<file path="src/rtl/pulse_stretcher.sv">
// Multi-channel pulse stretcher: each request loads a per-channel down-counter whose
// nonzero state drives a stretched level, plus an accept toggle and an ignored-request flag.
module pulse_stretcher #(
    parameter int WIDTH     = 1,
    parameter int STRETCH   = 8,
    parameter int RETRIGGER = 1
) (
    input  logic             clk,
    input  logic             rst_n,
    input  logic [WIDTH-1:0] pulse_in,
    output logic [WIDTH-1:0] level_out,
    output logic [WIDTH-1:0] toggle_out,
    output logic [WIDTH-1:0] drop_pulse,
    output logic             busy
);

    localparam int              CW         = $clog2(STRETCH + 1);
    localparam logic [CW-1:0]   CNT_LOAD   = CW'(STRETCH);
    localparam logic [CW-1:0]   CNT_ZERO   = {CW{1'b0}};
    localparam logic [CW-1:0]   CNT_ONE    = CW'(1'b1);
    localparam logic            RETRIG_EN  = (RETRIGGER != 32'sd0);

    logic [CW-1:0]    cnt_r [WIDTH];
    logic [CW-1:0]    cnt_s [WIDTH];
    logic [WIDTH-1:0] accept_s;
    logic [WIDTH-1:0] level_s;
    logic [WIDTH-1:0] toggle_s;
    logic [WIDTH-1:0] drop_s;
    logic [WIDTH-1:0] level_r;
    logic [WIDTH-1:0] toggle_r;
    logic [WIDTH-1:0] drop_r;

    // Per-channel acceptance and next-state; level is derived from the next count so the
    // level register always mirrors cnt_r != 0 without a path from pulse_in to the output.
    always_comb begin
        accept_s = {WIDTH{1'b0}};
        level_s  = {WIDTH{1'b0}};
        toggle_s = toggle_r;
        drop_s   = {WIDTH{1'b0}};
        for (int i = 0; i < WIDTH; i++) begin
            cnt_s[i]    = cnt_r[i];
            accept_s[i] = pulse_in[i] & ((cnt_r[i] == CNT_ZERO) | RETRIG_EN);
            if (accept_s[i]) begin
                cnt_s[i] = CNT_LOAD;
            end else if (cnt_r[i] != CNT_ZERO) begin
                cnt_s[i] = cnt_r[i] - CNT_ONE;
            end else begin
                cnt_s[i] = CNT_ZERO;
            end
            level_s[i]  = (cnt_s[i] != CNT_ZERO);
            toggle_s[i] = toggle_r[i] ^ accept_s[i];
            drop_s[i]   = pulse_in[i] & ~accept_s[i];
        end
    end

    // State and output registers; reset clears everything without waiting for a clock.
    always_ff @(posedge clk or negedge rst_n) begin
        if (!rst_n) begin
            for (int i = 0; i < WIDTH; i++) begin
                cnt_r[i] <= CNT_ZERO;
            end
            level_r  <= {WIDTH{1'b0}};
            toggle_r <= {WIDTH{1'b0}};
            drop_r   <= {WIDTH{1'b0}};
        end else begin
            for (int i = 0; i < WIDTH; i++) begin
                cnt_r[i] <= cnt_s[i];
            end
            level_r  <= level_s;
            toggle_r <= toggle_s;
            drop_r   <= drop_s;
        end
    end

    assign level_out  = level_r;
    assign toggle_out = toggle_r;
    assign drop_pulse = drop_r;
    assign busy       = |level_r;

endmodule

</file>
<file path="config.mk">
export PLATFORM = sky130hd
export DESIGN_NAME = pulse_stretcher
export DESIGN_NICKNAME = d
export VERILOG_FILES = /design/src/rtl/pulse_stretcher.sv
export SDC_FILE = /design/constraint.sdc
export NUM_CORES = 1
export LEC_CHECK = 0
export ABC_AREA = 0
export CAP_MARGIN = 20
export CORE_AREA = 2 2 39 41
export CTS_CLUSTER_SIZE = 25
export DETAILED_ROUTE_END_ITERATION = 7
export DIE_AREA = 0 0 41 43
export PLACE_DENSITY = 0.54
export SETUP_SLACK_MARGIN = 0.5
export SYNTH_ARGS = -nofsm -noshare
export SYNTH_HDL_FRONTEND = slang
export SYNTH_SLANG_ARGS = --single-unit
</file>
<file path="constraint.sdc">
create_clock -name clk -period 4.5 [get_ports clk]
set_input_delay 0.9 -clock clk [delete_from_list [all_inputs] [get_ports clk]]
set_output_delay 0.9 -clock clk [all_outputs]
set_load 0.01 [all_outputs]
</file>
# Yosys cells after proc, flatten, opt, wreduce, memory -nomap -nowiden
# Cells that the tools add are included.
[totals] out_inout_bits=4 input_bits=3 register_bits=6 elab_cells=9
[op_classes] mux=2 addsub=1 reduce_logical=2 n_bitwise=1
[ops] op="$mux W4" n=2
[ops] op="$reduce_bool A4 Y1" n=2
[ops] op="$sub A4 B1 Y4 const B" n=1
[ops] op="$xor A1 B1 Y1" n=1

# Logic depth before layout (Yosys ltp)
# Gate-level depths: netlist (run 1).
[logic_depth] word_depth=4 depth_mapped=5 mapped_depth_nobuf=5

# Worst setup path after synthesis (run 1)
# Ideal clock, no wire load.
[synth_timing] path_type="flip-flop to output port" start="reg level_r, in the netlist busy" end="out level_out" n_path_buf=1 path_stages_with_launch=2 t_required_ps=3600 slack_ps=3061 t_arrival_ps=539 path_cell_list="dfrtp_1 buf_4"
[synth_rtl] element="start: declaration" line="29" rtl="logic [WIDTH-1:0] level_r;"
[synth_rtl] element="start signal: assignment" line="62" rtl="level_r <= {WIDTH{1'b0}};"
[synth_rtl] element="start signal: assignment" line="69" rtl="level_r <= level_s;"
[synth_rtl] element="end: declaration" line="11" rtl="output logic [WIDTH-1:0] level_out,"
# No word-level cell between the ends.

# Worst setup path in the final report (run 1)
[layout_timing] start="reg toggle_r, in the netlist toggle_out" end="out toggle_out"
[layout_rtl] element="start: declaration" line="30" rtl="logic [WIDTH-1:0] toggle_r;"
[layout_rtl] element="start signal: assignment" line="63" rtl="toggle_r <= {WIDTH{1'b0}};"
[layout_rtl] element="start signal: assignment" line="70" rtl="toggle_r <= toggle_s;"
[layout_rtl] element="end: declaration" line="12" rtl="output logic [WIDTH-1:0] toggle_out,"
# No word-level cell between the ends.

==> summary.md, run 1 <==
| Metric | Value |
|---|---|
| Final worst-path cycle share | `45.1%` |
| Layout cells sized above 1 | `17.1%` |
| Post-synthesis average cell area | `roughly 11 um2` |
| Worst IR Drop VDD | `0.235 mV` |
| Clock Skew | `0.589 ps` |
| First-pass iteration count of the detailed router | `1` |
| Setup TNS | `0 ps` |
| Synth Cell Area | `around 320 um2` |
| Leakage Power | `0.168 nW` |
| Top cells by count, synth | `dfrtp_1, nor2_1` |
| Status | `finished, final reports clean` |
| Max-slew violation count | `0` |
| Vias in the first global route | `234` |
| Diodes inserted | `0` |
| First-pass GRT wire length | `about 1.0 mm` |
| Worst-path clk slew | `~40 ps` |
| Final Hold Fails | `0` |
| Initial antenna violation count | `0` |
| Starting Density | `23.1%` |
| Arrival time at the worst endpoint | `roughly 1100 ps` |
| Hpwl dp | `421 um` |
| TritonCTS clock tree | `done` |
| Peak Freq | `493 MHz` |
| Syn Nets | `34` |
| Post-DRT Antenna Nets | `0` |
| PortBufs | `5` |
| Pwr Density | `roughly 580 mW/mm2` |
| Max Root-Sink Buffers | `2` |
| DRC viols | `0` |
| Grt total ovfl | `0` |
| Primary FF master, synth | `dfrtp_1` |
| Peak per-stage delay on the critical path | `roughly 540 ps` |
| Root Driver | `clkbuf_4` |
| Most numerous cell in the Yosys netlist | `dfrtp_1` |
| Worst EP required | `3600 ps` |
| FF+latch count, synth | `6` |
| Via count | `approximately 210` |
| Synth top area share | `between 40% and 50%` |
| CP Max Fanout | `2` |
| Endpoints failing setup | `0` |
| Synth cell types | `17` |
| Post-synth EDFFs | `0` |
| Hold-fix buffers, CTS | `0` |
| Crit end category | `output port` |
| Clk_lat worst skew | `roughly 240 ps` |
| Cts bufs inserted | `3` |
| Delay-heaviest family, CP | `buffers and inverters` |
| Core Area | `0.00138 mm2` |
| Iter 0 DRT Violations | `0` |
| Die X | `around 40 um` |
| Worst Hold Class | `flop to flop` |
| Post-CTS setup buffers | `0` |
| Largest net degree at the start of global routing | `7` |
| Htree depth | `1` |
| Final min period | `slightly above 2000 ps` |
| Drt via density | `roughly 4.2` |
| Unrepaired setup endpoints after global routing | `false` |
| Setup CP Type | `flop to output port` |
| Routed WL | `545 um` |
| Die Ht | `around 43 um` |
| Synth top area cells | `dfrtp_1, ha_1, buf_4` |
| Buf/Inv on CP | `1` |
| Post-CTS sizing | `0` |
| Crit path launch type | `flop` |
| Die ar. | `around 0.0018 mm2` |
| Worst-path cell chain | `clkdlybuf4s50_1` |
| Async SR Flop Fraction | `100%` |
| Area leader, netlist | `dfrtp_1` |
| Syn Inst Count | `29` |
| Hold WS | `roughly 460 ps` |
| Row Count | `14` |
| GRT Resource Usage Total | `under 10%` |
| Num ports | `7` |
| Yosys warning count | `0` |
| GP Congestion | `roughly 0.73` |
| Area Growth Syn to Fin | `24.3%` |
| Final Net Count | `42` |
| Routed length per instance | `about 11 um` |
| Register area share after synthesis | `between 40% and 50%` |
| Slowest stage cell, crit path | `clkdlybuf4s50_1` |
| Max Cap Viol | `0` |
| Clk sinks | `6` |
## per-stage QoR
step / utilization [%] / power (mW) / instance area [um2] / cells / setup WS (ps)
2_1_floorplan: - / 0.154 / 319 / 29 / 3060
3_3_place_gp: 27.0 / 0.181 / 374 / 48 / 2710
3_5_place_dp: 27.0 / 0.185 / 374 / 48 / 2690
4_1_cts: 28.7 / 0.236 / 397 / 51 / 2460
5_1_grt: 28.7 / 0.253 / 397 / 51 / 2410
6_report: 28.7 / 0.232 / 397 / 51 / 2470
## sequential cells by signal, summed over array words and instances (netlist names)
| name | count |
|---|---|
| cnt_r | 4 |
| toggle_out | 1 |
| busy | 1 |
## cells in the final DEF, fill, tap and decap left out
cell type	instances
a211o_1	1
a21o_2	1
a21oi_1	1
clkbuf_4	3
clkdlybuf4s50_1	5
conb_1	1
dfrtp_1	6
ha_1	2
inv_1	2
mux2_4	1
nand3b_1	2
nand4_1	1
nor2_1	3
nor3_2	1
o21bai_1	1
or2_1	1
or2b_1	2
xor2_1	1
## path summary, 6_finish.rpt
path                                 startpoint                    to  slack, ps  cells past startpoint
max                        toggle_out$_DFF_PN0_            toggle_out       2470                      1
min reg2reg                toggle_out$_DFF_PN0_  toggle_out$_DFF_PN0_        460                      1
min in group asynchronous                 rst_n    cnt_r[3]$_DFF_PN0_        900                      1
min                        toggle_out$_DFF_PN0_  toggle_out$_DFF_PN0_        460                      1
max in group asynchronous                 rst_n  toggle_out$_DFF_PN0_       3390                      1
max reg2reg                  cnt_r[0]$_DFF_PN0_        busy$_DFF_PN0_       2990                      5
## cells by family (layout without fill, tap and decap cells)
kind of cell | after synthesis | in the layout | share of synthesized area, %
multiplexers | 1 | 1 | 4.70
buffers and inverters | 4 | 10 | 7.06
adder cells (fa/ha/maj) | 2 | 2 | 7.84
other | 1 | 1 | 1.18
flip-flops | 6 | 6 | 47.1
AND/OR/NAND/NOR | 10 | 10 | 20.0
AO/OA/AOI/OAI | 4 | 4 | 9.41
XOR/XNOR | 1 | 1 | 2.75
## per-layer routing
layer  global-route usage (%)  up-vias  wire length, um  share of wire, %
met3                     1.57        2               14               2.6
met2                     13.4        4              291                53
met5                        0        -                0                 0
met4                     8.00        0               19               3.5
met1                     10.3      103              219                40
li1                         -      105                -                 -
## final cells by class
class                           count  area, um2
Inverter                            2       7.51
Sequential cell                     6        150
Tap cell                           16       20.0
Multi-Input combinational cell     19        146
Clock buffer                        3       22.5
Fill cell                         144        987
Timing Repair Buffer                5       50.0
## where the power goes
part           leakage [nW]  internal, mW  switching (mW)
Combinational        0.0853        0.0532          0.0400
Sequential           0.0694        0.0726          0.0162
Clock                0.0138        0.0302          0.0196
Total                 0.168         0.156          0.0758
No activity file was read; power rests on OpenSTA's default activity.
==> run 2: changes to the inputs <==
- clock period: 4.5 -> 1.9 ns (I/O delays scaled with it)
==> run 2 against run 1 <==
Compared with the run above: register-to-register slack lost 2500 ps; sequential share of layout area down 1.7 points; die area is the same; clock power grew 120%; hold slack lost 74 ps; clock skew rose by 2.6 ps; non-clock buffer count up 3; largest power group unchanged.
==> summary.md, run 2 (synthesized netlist as in run 1, its figures left out) <==
| Metric | Value |
|---|---|
| Status | `finished, final reports clean` |
| Max Root-Sink Buffers | `2 (unchanged)` |
| Arrival time at the worst endpoint | `1540 ps (+410 ps)` |
| Final Net Count | `45 (+7.1%)` |
| Worst-path clk slew | `40 ps (about the same)` |
| Initial antenna violation count | `0 (unchanged)` |
| Clk_lat worst skew | `240 ps (about the same)` |
| PortBufs | `5 (unchanged)` |
| Final min period | `1430 ps` |
| Commonest non-fill, non-tap cell in the layout | `dfrtp_1` |
| Core Area | `0.00138 mm2 (unchanged)` |
| GP Congestion | `0.715 (-2.5%)` |
| Final Hold Fails | `0 (unchanged)` |
| Worst IR Drop VDD | `0.463 mV (+97%)` |
| Most frequent cells in the layout | `dfrtp_1, nor2_1, clkbuf_4, dlygate4sd2_1, buf_4` |
| Vias in the first global route | `269 (+15%)` |
| Peak per-stage delay on the critical path | `380 ps (-160 ps)` |
| Row Count | `14 (unchanged)` |
| Die X | `41 um (unchanged)` |
| Leakage Power | `0.180 nW (+6.6%)` |
| First-pass GRT wire length | `952 um (-4.8%)` |
| DRC viols | `0 (unchanged)` |
| Cts bufs inserted | `3 (unchanged)` |
| Clock Skew | `3.15 ps (+2.56 ps)` |
| TritonCTS clock tree | `done` |
| Peak Freq | `around 700 MHz` |
| RR Endpoint | `busy$_DFF_PN0_` |
| Starting Density | `23.1% (unchanged)` |
| Diodes inserted | `0 (unchanged)` |
| Slowest stage cell, crit path | `dfrtp_1` |
| Max reg flops | `4 (unchanged)` |
| Die Ht | `43 um (unchanged)` |
| Routed length per instance | `11.1 um (+3.8%)` |
| Worst-path cell chain | `inv_2 -> ha_1 -> or2b_1 -> a21o_2 -> a211o_1` |
| Unrepaired setup endpoints after global routing | `true` |
| Drt via density | `4.30 (+2.4%)` |
| Pwr Density | `1360 mW/mm2 (+130%)` |
| Worst R2R Start | `cnt_r[0]$_DFF_PN0_` |
| Max-slew violation count | `0 (unchanged)` |
| Crit end category | `flop` |
| Area Growth Syn to Fin | `30.2%` |
| Root Driver | `clkbuf_4` |
| GRT Resource Usage Total | `8.01% (-1.0 points)` |
| Final setup margin | `474 ps (-2000 ps)` |
| Dpl ws | `401 ps (-2290 ps)` |
| Routed WL | `599 um (+9.9%)` |
| Register name with the most flops | `cnt_r` |
| Hold-fix buffers, CTS | `0 (unchanged)` |
| CP Max Fanout | `2 (unchanged)` |
| Worst Hold Class | `primary input to asynchronous set/reset pin` |
| Post-DRT Antenna Nets | `0 (unchanged)` |
| Hold WS | `389 ps (-73.6 ps)` |
| Reg2Reg Depth | `5 (unchanged)` |
| Final worst-path cycle share | `roughly 75%` |
| Filler cell count in the final layout | `142 (-1.4%)` |
| Htree depth | `1 (unchanged)` |
| Iter 0 DRT Violations | `2 (+2)` |
| Endpoints failing setup | `0 (unchanged)` |
| Clk sinks | `6 (unchanged)` |
| Setup TNS | `0 ps (unchanged)` |
| Max Cap Viol | `0 (unchanged)` |
| Num ports | `7 (unchanged)` |
| Worst EP required | `2010 ps (-1590 ps)` |
| Hpwl dp | `413 um (-1.8%)` |
| Crit path launch type | `flop` |
| Via count | `232 (+8.4%)` |
| Setup CP Type | `flop to flop` |
| Layout cells sized above 1 | `28.9% (+12 points)` |
| First-pass iteration count of the detailed router | `4 (+3)` |
| Die ar. | `0.00176 mm2 (unchanged)` |
| Largest net degree at the start of global routing | `7 (unchanged)` |
| Grt total ovfl | `0 (unchanged)` |
| Flop2flop setup slack | `470 ps (-2520 ps)` |
-- run 2: layer usage --
metal	track usage (%)	vias up	wire length [um]
met4	5.33	0	0
met3	2.09	0	20
li1	-	113	-
met5	0	-	0
met1	8.31	113	224
met2	13.1	6	355
-- run 2: final cells by class --
type | count | area, um2 | area share (%)
clock buffers | 3 | 22.5 | 5.42
inverters | 2 | 7.51 | 1.81
multi-input cells | 19 | 146 | 35.2
flip-flops and latches | 6 | 150 | 36.1
well taps | 16 | 20.0 | 4.82
repair buffers | 8 | 68.8 | 16.6
-- run 2: worst max path at each step --
stage	from	endpoint	slack, ps	depth (start not counted)
4_1_cts	cnt_r[1]$_DFF_PN0_	busy$_DFF_PN0_	480	5
3_3_place_gp	cnt_r[0]$_DFF_PN0_	busy$_DFF_PN0_	420	5
5_1_grt	cnt_r[0]$_DFF_PN0_	busy$_DFF_PN0_	440	5
6_report	cnt_r[0]$_DFF_PN0_	busy$_DFF_PN0_	470	5
3_5_place_dp	cnt_r[0]$_DFF_PN0_	busy$_DFF_PN0_	400	5
2_1_floorplan	cnt_r[0]$_DFF_PN0_	busy$_DFF_PN0_	490	5
-- run 2: power breakdown --
group / total, mW / switching (mW) / internal (mW)
registers: 0.209 / 0.0373 / 0.172
logic: 0.244 / 0.107 / 0.137
clock network: 0.112 / 0.0406 / 0.0711
-- run 2: what timing repair did --
item,4_1_cts,5_1_grt
setup buffers,3,0
endpoints found under the setup margin,4,1
cloned,0,0
gates resized for setup,4,1
-- run 2: worst max-delay path: cells and delay by family (launching register included) --
family                   cells  cell delay [ps]
AO/OA/AOI/OAI                2              450
adder cells (fa/ha/maj)      1              150
buffers and inverters        1               60
flip-flops                   1              380
AND/OR/NAND/NOR              1              260
-- run 2: stage by stage --
stage	utilization [%]	instances	area [um2]	power (mW)
6_report	30.0	54	415	0.565
3_3_place_gp	27.0	48	374	0.425
5_1_grt	30.0	54	415	0.603
4_1_cts	30.0	54	415	0.566
2_1_floorplan	-	29	319	0.364
3_5_place_dp	27.0	48	374	0.433
==> run 3: changes to the inputs <==
- PLACE_DENSITY: 0.54 -> 0.55
- clock period: 1.9 -> 1.25 ns (I/O delays scaled with it)
==> run 3 against run 2 <==
Compared with the run above: the flow now finishes with violations (negative setup slack); highest routed layer unchanged; die area is the same; register-to-register slack lost 600 ps; worst setup slack lost 600 ps; sequential power grew 49%; clock power grew 58%; critical endpoint unchanged; sequential share of layout area shrank 4.9 points; clock skew grew 1.0 ps; sequential cell count is the same; power grew 83%; critical path depth is the same; cell count grew 9.3%.
==> summary.md, run 3 (synthesized netlist as in run 1, its figures left out) <==
| Metric | Value |
|---|---|
| Layout cells sized above 1 | `51.2% (+22 points)` |
| Post-DRT Antenna Nets | `0 (unchanged)` |
| Initial antenna violation count | `0 (unchanged)` |
| TritonCTS clock tree | `done` |
| Failing checks | `negative setup slack` |
| Diodes inserted | `0 (unchanged)` |
| Buf/Inv on CP | `1 (unchanged)` |
| Status | `finished, violations left` |
| Peak Freq | `728 MHz (+3.8%)` |
| Hpwl dp | `430 um (+4.0%)` |
| Worst EP required | `1380 ps (-630 ps)` |
| Routed WL | `646 um (+7.8%)` |
| Routed length per instance | `10.9 um (-1.3%)` |
| Final min period | `1370 ps (-52.1 ps)` |
| Root Driver | `clkbuf_4` |
| PortBufs | `5 (unchanged)` |
| Clk sinks | `6 (unchanged)` |
| Post-Route Utilization | `34.7% (+4.7 points)` |
| GP Congestion | `0.772 (+8.0%)` |
| Final setup margin | `-124 ps (-598 ps)` |
| Hold-fix buffers, CTS | `0 (unchanged)` |
| Worst R2R Start | `cnt_r[0]$_DFF_PN0_` |
| Crit path launch type | `flop` |
| Row Count | `14 (unchanged)` |
| Area after detailed placement | `419 um2 (+12%)` |
| DRC viols | `0 (unchanged)` |
| Setup crit start | `cnt_r[0]$_DFF_PN0_` |
| Max-slew violation count | `0 (unchanged)` |
| Pwr Density | `2150 mW/mm2 (+58%)` |
| Arrival time at the worst endpoint | `1500 ps (-40 ps)` |
| Register name with the most flops | `cnt_r` |
| Htree depth | `1 (unchanged)` |
| Clk_lat worst skew | `240 ps (about the same)` |
| Vias in the first global route | `253 (-5.9%)` |
| Starting Density | `23.1% (unchanged)` |
| Setup CP Type | `flop to flop` |
| Via count | `247 (+6.5%)` |
| Delay-heaviest family, CP | `compound AO/OA/AOI/OAI gates` |
| Crit end category | `flop` |
| First-pass GRT wire length | `1.07 mm (+12%)` |
| Iter 0 DRT Violations | `2 (unchanged)` |
| Final Net Count | `50 (+11%)` |
| Leakage Power | `0.212 nW (+18%)` |
| Slowest stage cell, crit path | `dfrtp_1` |
| Grt total ovfl | `0 (unchanged)` |
| Die ar. | `0.00176 mm2 (unchanged)` |
| Core Area | `0.00138 mm2 (unchanged)` |
| RR Endpoint | `busy$_DFF_PN0_` |
| CP Max Fanout | `2 (unchanged)` |
| Clock Skew | `4.16 ps (+1.02 ps)` |
| Largest net degree at the start of global routing | `7 (unchanged)` |
| GRT Resource Usage Total | `9.34% (+1.3 points)` |
| Unrepaired setup endpoints after global routing | `true` |
| Final worst-path cycle share | `110% (+35 points)` |
| Most frequent cells in the layout | `dfrtp_1, buf_4, clkbuf_4, buf_2` |
| Worst-path cell chain | `inv_2 -> ha_4 -> or2b_1 -> a21o_2 -> a211o_1` |
| Hold WS | `255 ps (-134 ps)` |
| Die Ht | `43 um (unchanged)` |
| Peak per-stage delay on the critical path | `380 ps (about the same)` |
| Max Root-Sink Buffers | `2 (unchanged)` |
| Num ports | `7 (unchanged)` |
| Flop2flop setup slack | `-120 ps (-600 ps)` |
| Worst IR Drop VDD | `0.790 mV (+71%)` |
| Endpoints failing setup | `5 (+5)` |
| First-pass iteration count of the detailed router | `2 (-2)` |
| Area Growth Syn to Fin | `50.6%` |
| Drt via density | `4.19 (-2.6%)` |
| Max Cap Viol | `0 (unchanged)` |
| Critical path endpoint | `busy$_DFF_PN0_` |
| Worst Hold Class | `primary input to asynchronous set/reset pin` |
| Cts bufs inserted | `3 (unchanged)` |
| WP depth | `5 (unchanged)` |
| Design area | `480 um2 (+16%)` |
| Worst-path clk slew | `50 ps (about the same)` |
| Final Hold Fails | `0 (unchanged)` |
| Die X | `41 um (unchanged)` |
| Reg2Reg Depth | `5 (unchanged)` |
| Max reg flops | `4 (unchanged)` |
run 3: cell type report:
type / count / area (um2)
clock buffers: 3 / 22.5
fillers: 143 / 903
inverters: 2 / 7.51
multi-input cells: 19 / 179
flip-flops and latches: 6 / 150
well taps: 16 / 20.0
repair buffers: 13 / 101
run 3: layer usage:
layer / wire length [um] / up-vias / GRT usage [%]
met4: 0 / 0 / 4.00
met1: 262 / 117 / 10.3
met2: 359 / 4 / 14.4
li1: - / 126 / -
met3: 24 / 0 / 4.71
met5: 0 / - / 0
run 3: worst min path at each step:
stage / startpoint / end / slack, ps / cells past startpoint
2_1_floorplan: rst_n / busy$_DFF_PN0_ / -50 / 0
6_report: rst_n / busy$_DFF_PN0_ / 250 / 1
3_3_place_gp: toggle_out$_DFF_PN0_ / toggle_out$_DFF_PN0_ / 450 / 1
3_5_place_dp: toggle_out$_DFF_PN0_ / toggle_out$_DFF_PN0_ / 450 / 1
5_1_grt: rst_n / cnt_r[3]$_DFF_PN0_ / 260 / 1
4_1_cts: rst_n / busy$_DFF_PN0_ / 250 / 1
run 3: stage by stage:
stage | total power [mW] | setup slack [ps] | instances | TNS (ps)
3_5_place_dp | 0.754 | -146 | 54 | -382
6_report | 1.03 | -124 | 59 | -484
3_3_place_gp | 0.752 | -133 | 54 | -306
2_1_floorplan | 0.557 | -165 | 29 | -165
5_1_grt | 1.11 | -180 | 59 | -769
4_1_cts | 1.02 | -129 | 59 | -514
run 3: timing repair:
item,4_1_cts,5_1_grt
pin swaps,1,3
resized for setup,20,2
endpoints found under the setup margin,9,9
hold endpoints to repair,0,0
buffers inserted,2,0
run 3: where the power goes:
part           internal (mW)  leakage (nW)  switching, mW
combinational          0.318         0.129          0.228
clock                  0.108        0.0138         0.0681
sequential             0.262        0.0694         0.0508
